`src/rtl/alu_issuer.sv`:
```
// Command FIFO and issue stage for the accumulator ALU, with a cycle-exact 16-bit accumulator shadow.
// Optional sticky overflow flag enabled by defining ALU_ISSUER_OVF_EN.
module alu_issuer #(
  parameter int DEPTH = 4,
  parameter int CNT_W = 3
) (
  input  logic             clk,
  input  logic             rst,
  input  logic             cmd_valid,
  output logic             cmd_ready,
  input  logic [1:0]       cmd_op,
  input  logic [7:0]       cmd_data,
  input  logic             cmd_clr,
  input  logic             issue_en,
  output logic [7:0]       alu_a,
  output logic [1:0]       alu_inst,
  output logic             alu_rst,
  output logic             issued,
  output logic [15:0]      shadow,
  output logic [CNT_W-1:0] count,
  output logic             ovf,
  output logic             dbg_state
);

  localparam int PTR_W = $clog2(DEPTH);

  typedef enum logic {S_INIT = 1'b0, S_RUN = 1'b1} state_e;

  state_e             state_q, state_d;
  logic [10:0]        mem_q [DEPTH];
  logic [PTR_W-1:0]   wr_ptr_q, rd_ptr_q;
  logic [CNT_W-1:0]   count_q, count_d;
  logic               push, pop;
  logic [10:0]        head;
  logic [7:0]         alu_a_q, alu_a_d;
  logic [1:0]         alu_inst_q, alu_inst_d;
  logic               alu_rst_q, alu_rst_d;
  logic               issued_q, issued_d;
  logic [15:0]        shadow_q, shadow_d;

  // Handshake: a command transfers on any edge where cmd_valid && cmd_ready; cmd_ready is !full only,
  // so a same-edge pop never frees a slot for a push.
  assign cmd_ready = (count_q != CNT_W'(DEPTH));
  assign push      = cmd_valid && cmd_ready;
  assign pop       = (state_q == S_RUN) && issue_en && (count_q != '0);
  assign head      = mem_q[rd_ptr_q];

  always_comb begin
    state_d = state_q;
    if (state_q == S_INIT) state_d = S_RUN;
  end

  always_comb begin
    count_d = count_q;
    case ({push, pop})
      2'b10:   count_d = count_q + CNT_W'(1);
      2'b01:   count_d = count_q - CNT_W'(1);
      default: count_d = count_q;
    endcase
  end

  // Entry layout {clr, op[1:0], data[7:0]}; a clr entry becomes an active-low ALU reset.
  always_comb begin
    alu_a_d    = 8'h00;
    alu_inst_d = 2'b00;
    alu_rst_d  = (state_q == S_RUN);
    issued_d   = 1'b0;
    if (pop) begin
      issued_d = 1'b1;
      if (head[10]) begin
        alu_rst_d = 1'b0;
      end else begin
        alu_inst_d = head[9:8];
        alu_a_d    = head[7:0];
      end
    end
  end

  always_comb begin
    shadow_d = 16'h0000;
    if (alu_rst_q) begin
      case (alu_inst_q)
        2'b00:   shadow_d = shadow_q + {8'h00, alu_a_q};
        2'b01:   shadow_d = shadow_q - {8'h00, alu_a_q};
        2'b10:   shadow_d = shadow_q * {8'h00, alu_a_q};
        default: shadow_d = {8'h00, shadow_q[7:0] & alu_a_q};
      endcase
    end
  end

  always_ff @(posedge clk or posedge rst) begin
    if (rst) begin
      state_q    <= S_INIT;
      wr_ptr_q   <= '0;
      rd_ptr_q   <= '0;
      count_q    <= '0;
      alu_a_q    <= 8'h00;
      alu_inst_q <= 2'b00;
      alu_rst_q  <= 1'b0;
      issued_q   <= 1'b0;
      shadow_q   <= 16'h0000;
    end else begin
      state_q    <= state_d;
      count_q    <= count_d;
      alu_a_q    <= alu_a_d;
      alu_inst_q <= alu_inst_d;
      alu_rst_q  <= alu_rst_d;
      issued_q   <= issued_d;
      shadow_q   <= shadow_d;
      if (push) wr_ptr_q <= wr_ptr_q + PTR_W'(1);
      if (pop)  rd_ptr_q <= rd_ptr_q + PTR_W'(1);
    end
  end

  always_ff @(posedge clk) begin
    if (push) mem_q[wr_ptr_q] <= {cmd_clr, cmd_op, cmd_data};
  end

`ifdef ALU_ISSUER_OVF_EN
  logic ovf_q, ovf_d, wrap;

  // Wrap detection mirrors the shadow update: carry on add, borrow on sub, high product bits on mul.
  always_comb begin
    wrap = 1'b0;
    case (alu_inst_q)
      2'b00:   wrap = ({1'b0, shadow_q} + {9'h000, alu_a_q}) > 17'h0FFFF;
      2'b01:   wrap = {8'h00, alu_a_q} > shadow_q;
      2'b10:   wrap = (({8'h00, shadow_q} * {16'h0000, alu_a_q}) >> 16) != 24'd0;
      default: wrap = 1'b0;
    endcase
    ovf_d = ovf_q;
    if (!alu_rst_q)  ovf_d = 1'b0;
    else if (wrap)   ovf_d = 1'b1;
  end

  always_ff @(posedge clk or posedge rst) begin
    if (rst) ovf_q <= 1'b0;
    else     ovf_q <= ovf_d;
  end

  assign ovf = ovf_q;
`else
  assign ovf = 1'b0;
`endif

  assign alu_a     = alu_a_q;
  assign alu_inst  = alu_inst_q;
  assign alu_rst   = alu_rst_q;
  assign issued    = issued_q;
  assign shadow    = shadow_q;
  assign count     = count_q;
  assign dbg_state = state_q;

endmodule

```
`config.mk`:
```
export PLATFORM = sky130hd
export DESIGN_NAME = alu_issuer
export DESIGN_NICKNAME = d
export VERILOG_FILES = /design/src/rtl/alu_issuer.sv
export SDC_FILE = /design/constraint.sdc
export NUM_CORES = 1
export LEC_CHECK = 0
export BUFFER_PORTS_ARGS = -buffer_cell sky130_fd_sc_hd__buf_2
export CORE_MARGIN = 2
export CORE_UTILIZATION = 60
export DETAILED_ROUTE_END_ITERATION = 6
export GPL_TIMING_DRIVEN = 0
export PLACE_DENSITY = 0.79
export SYNTH_ARGS = -nofsm -noshare
export SYNTH_HDL_FRONTEND = slang
export SYNTH_SLANG_ARGS = --single-unit
```
`constraint.sdc`:
```
create_clock -name clk -period 5.9 [get_ports clk]
set_input_delay 0.295 -clock clk [delete_from_list [all_inputs] [get_ports clk]]
set_output_delay 0.295 -clock clk [all_outputs]
set_load 0.05 [all_outputs]
```
==> impl_metrics.py <==
metrics = {
    "critical_path": {
        "cp-end-kind": "register",
        "cpMostUsedCell": "fa_1",
        "worstPathMaxFanout": 10,
        "worst_ep_arrival_time_ps": 5450,
        "path_depth": 16,
        "crit_family": "adder cells",
        "startpoint": "alu_a[2]$_DFF_PP0_",
        "rr_startpoint": "alu_a[2]$_DFF_PP0_",
        "cp_slowest_stage_delay_ps": 570,
        "critical_path.endpoint": "shadow[13]$_DFF_PP0_",
        "cp_slowest_cell": "dfrtp_1",
        "cp_cell_sequence": "clkbuf_1 > nand2_1 > fa_1 > fa_1 > inv_1 > fa_1 > inv_1 > fa_1 > inv_1 > ha_1 > nand2_1 > o21ai_2 > or4_4 > a221oi_4 > xor2_1 > o32ai_1",
        "r2r_end": "shadow[13]$_DFF_PP0_",
        "critPathBufInv": 4,
        "rrSetupSlack_ps": 650,
        "reg2regPathDepth": 16,
        "critPathLaunchType": "register",
        "cp.required_ps": 6100,
        "worstSetupPathType": "reg -> reg",
    },
    "clocking": {
        "clkSlewWorstSetupHoldPaths_ps": 60,
        "cts.htree.levels": 3,
        "cts_resized": 0,
        "cts-hold-fix-buffers": 0,
        "clock_sinks": 80,
        "cts-root-buf": "clkbuf_16",
        "cts_buffers": 9,
        "max-clock-path-buffers": 2,
        "worstSkewPairLatency_ps": 330,
        "cts_tree": "done",
        "cts_setup_buffers": 0,
    },
    "synth": {
        "ys_seq_elements": 80,
        "synth_area_sq_mm": 0.00678,
        "synth_fp_nets": 759,
        "synth_edf_count": 44,
        "synth_seq_area_share_pct": 32.8,
        "synth_top_area_cell": "edfxtp_1",
        "async_reset_ff_share_pct": 45.0,
        "netlist_top_cells_count": "inv_1 (95), and2_1 (69), fa_1 (62)",
        "synth_top_cell_area_share_pct": 19.5,
        "syn_area_per_cell_sq_um": 10.7,
        "synth.distinct_cells": 55,
        "yosys_warnings": 0,
        "ys_top_cells_by_area": "edfxtp_1 (19%), fa_1 (18%), dfrtp_1 (13%)",
        "synth_most_common_cell": "inv_1",
        "synth_top_flop_cell": "edfxtp_1",
        "synthCells": 635,
    },
    "detailed_routing": {
        "route.detailed.drc": 0,
        "avgRoutedWirePerCell_microns": 17.6,
        "vias": 4732,
        "ant_nets": 0,
        "routed_via_density": 5.65,
        "drtPass1Iterations": 5,
        "first_iter_violations": 370,
        "finalWirelength_mm": 14.7,
    },
    "global_routing": {
        "grt_pass1_wl_mm": 24.0,
        "grt_pass1_vias": 5010,
        "grtUsageTotal_pct": 26.4,
        "overflow": 0,
        "antenna_found_initial": 0,
        "grt_max_degree": 37,
    },
    "layout": {
        "fin_util_pct": 68.4,
        "multi_input_area_sq_mm": 0.00413,
        "n_antenna_cell": 0,
        "register_area_sq_mm": 0.00222,
        "fin_cells": 837,
        "area_growth_pct": 10.4,
        "drive_gt1_share_pct": 12.6,
        "final_cell_area_sq_mm": 0.00748,
        "fin_nets": 817,
        "final.fill_count": 825,
    },
    "timing": {
        "clock_skew_ps": 6.23,
        "timing.final.ws_setup_ps": 646,
        "setup-violations-final": 0,
        "slew_violations": 0,
        "setup_tns_ps": 0,
        "rsz0062_at_grt": "no",
        "slew_headroom_pct": 49.8,
        "fin_crit_ps": 5250,
        "timing.fmax_mhz": 190,
        "finalCritPeriodShare_pct": 89.0,
        "worstMarginPinSlew_ps": 751,
        "holdWs_ps": 90.4,
        "hold_viol": 0,
    },
    "power": {
        "leakagePower_nw": 3.43,
        "power.density_mw_per_mm2": 474,
        "finalPower_mw": 3.54,
        "ir_worst_vdd_mv": 0.362,
    },
    "placement": {
        "dp_slack_ps": 628,
        "place_area_sq_mm": 0.00719,
        "dp_cells": 822,
        "gp_congestion": 0.935,
        "numPortBuffers": 47,
        "dpl.hpwl_mm": 11.3,
    },
    "outcome": {
        "status": "finished clean",
    },
    "floorplanning": {
        "start_util_pct": 62.0,
        "num_rows": 38,
        "die_y_microns": 110,
        "io_pins": 49,
        "die_w_microns": 110,
        "dieArea_sq_mm": 0.0122,
        "core_area_sq_mm": 0.0109,
    },
    "job": {
        "maxCapViolCount": 0,
    },
    "min_path": {
        "min_path_type": "in -> async",
    },
}
[flip-flops by register name, indices dropped and copies added, names as in the netlist]
signal / count
mem_q: 44
shadow: 16
alu_a: 8
count: 3
alu_inst: 2
rd_ptr_q: 2
wr_ptr_q: 2
alu_rst: 1
dbg_state: 1
issued: 1
[routing by layer]
layer  up-vias  track usage, %  share of wire (%)
met2       147            47.8                 53
met4         0            8.75                2.0
met3        26            5.11                5.1
li1       2212               -                  -
met5         -               0                  0
met1      2347            31.6                 40
[how the worst min path moves through the flow]
stage | start | endpoint | slack (ps)
floorplan | cmd_data[0] | mem_q[0][0]$_DFFE_PP_ | 390
global placement | count[0]$_DFFE_PP0P_ | count[0]$_DFFE_PP0P_ | 500
detailed placement | cmd_data[7] | mem_q[3][7]$_DFFE_PP_ | 510
CTS | cmd_op[0] | mem_q[2][8]$_DFFE_PP_ | 170
global route | rst | count[0]$_DFFE_PP0P_ | 150
finish | rst | shadow[15]$_DFF_PP0_ | 90
[cell type report]
cell class / count / area share (%)
well taps: 140 / 2.34
clock inverters: 6 / 0.920
flip-flops and latches: 80 / 29.7
multi-input cells: 444 / 55.2
repair buffers: 47 / 3.14
inverters: 95 / 4.77
clock buffers: 9 / 3.01
plain buffers: 16 / 0.903
[layout by cell type, fill, tap and decap left out, types with 4 or more instances in the layout]
master,n
a21o_1,7
a21oi_1,12
and2_1,69
and3_1,4
buf_2,50
clkbuf_1,11
clkbuf_16,9
dfrtp_1,36
edfxtp_1,44
fa_1,62
ha_1,47
inv_1,94
mux2i_1,5
mux4_2,11
nand2_1,44
nand3_1,5
nor2_1,25
nor2b_1,16
nor3_1,6
o21a_1,12
o21ai_0,22
o22ai_1,7
xnor2_1,24
xor2_1,21
[cells by family (layout without fill, tap and decap cells)]
family / Yosys count / count (layout) / synth area share [%]
other: 2 / 2 / 0.111
multiplexers: 17 / 17 / 4.56
buffers and inverters: 111 / 173 / 6.26
adder cells (fa/ha/maj): 109 / 109 / 27.0
AND/OR/NAND/NOR: 182 / 182 / 14.2
XOR/XNOR: 45 / 45 / 5.82
flip-flops: 80 / 80 / 32.8
AO/OA/AOI/OAI: 89 / 89 / 9.23
[where the power goes]
part	total (mW)	switching [mW]	internal (mW)	leakage [nW]
Sequential	0.914	0.171	0.743	0.871
Clock	0.545	0.218	0.327	0.142
Combinational	2.09	1.25	0.836	2.41
No activity file was read; power rests on OpenSTA's default activity.
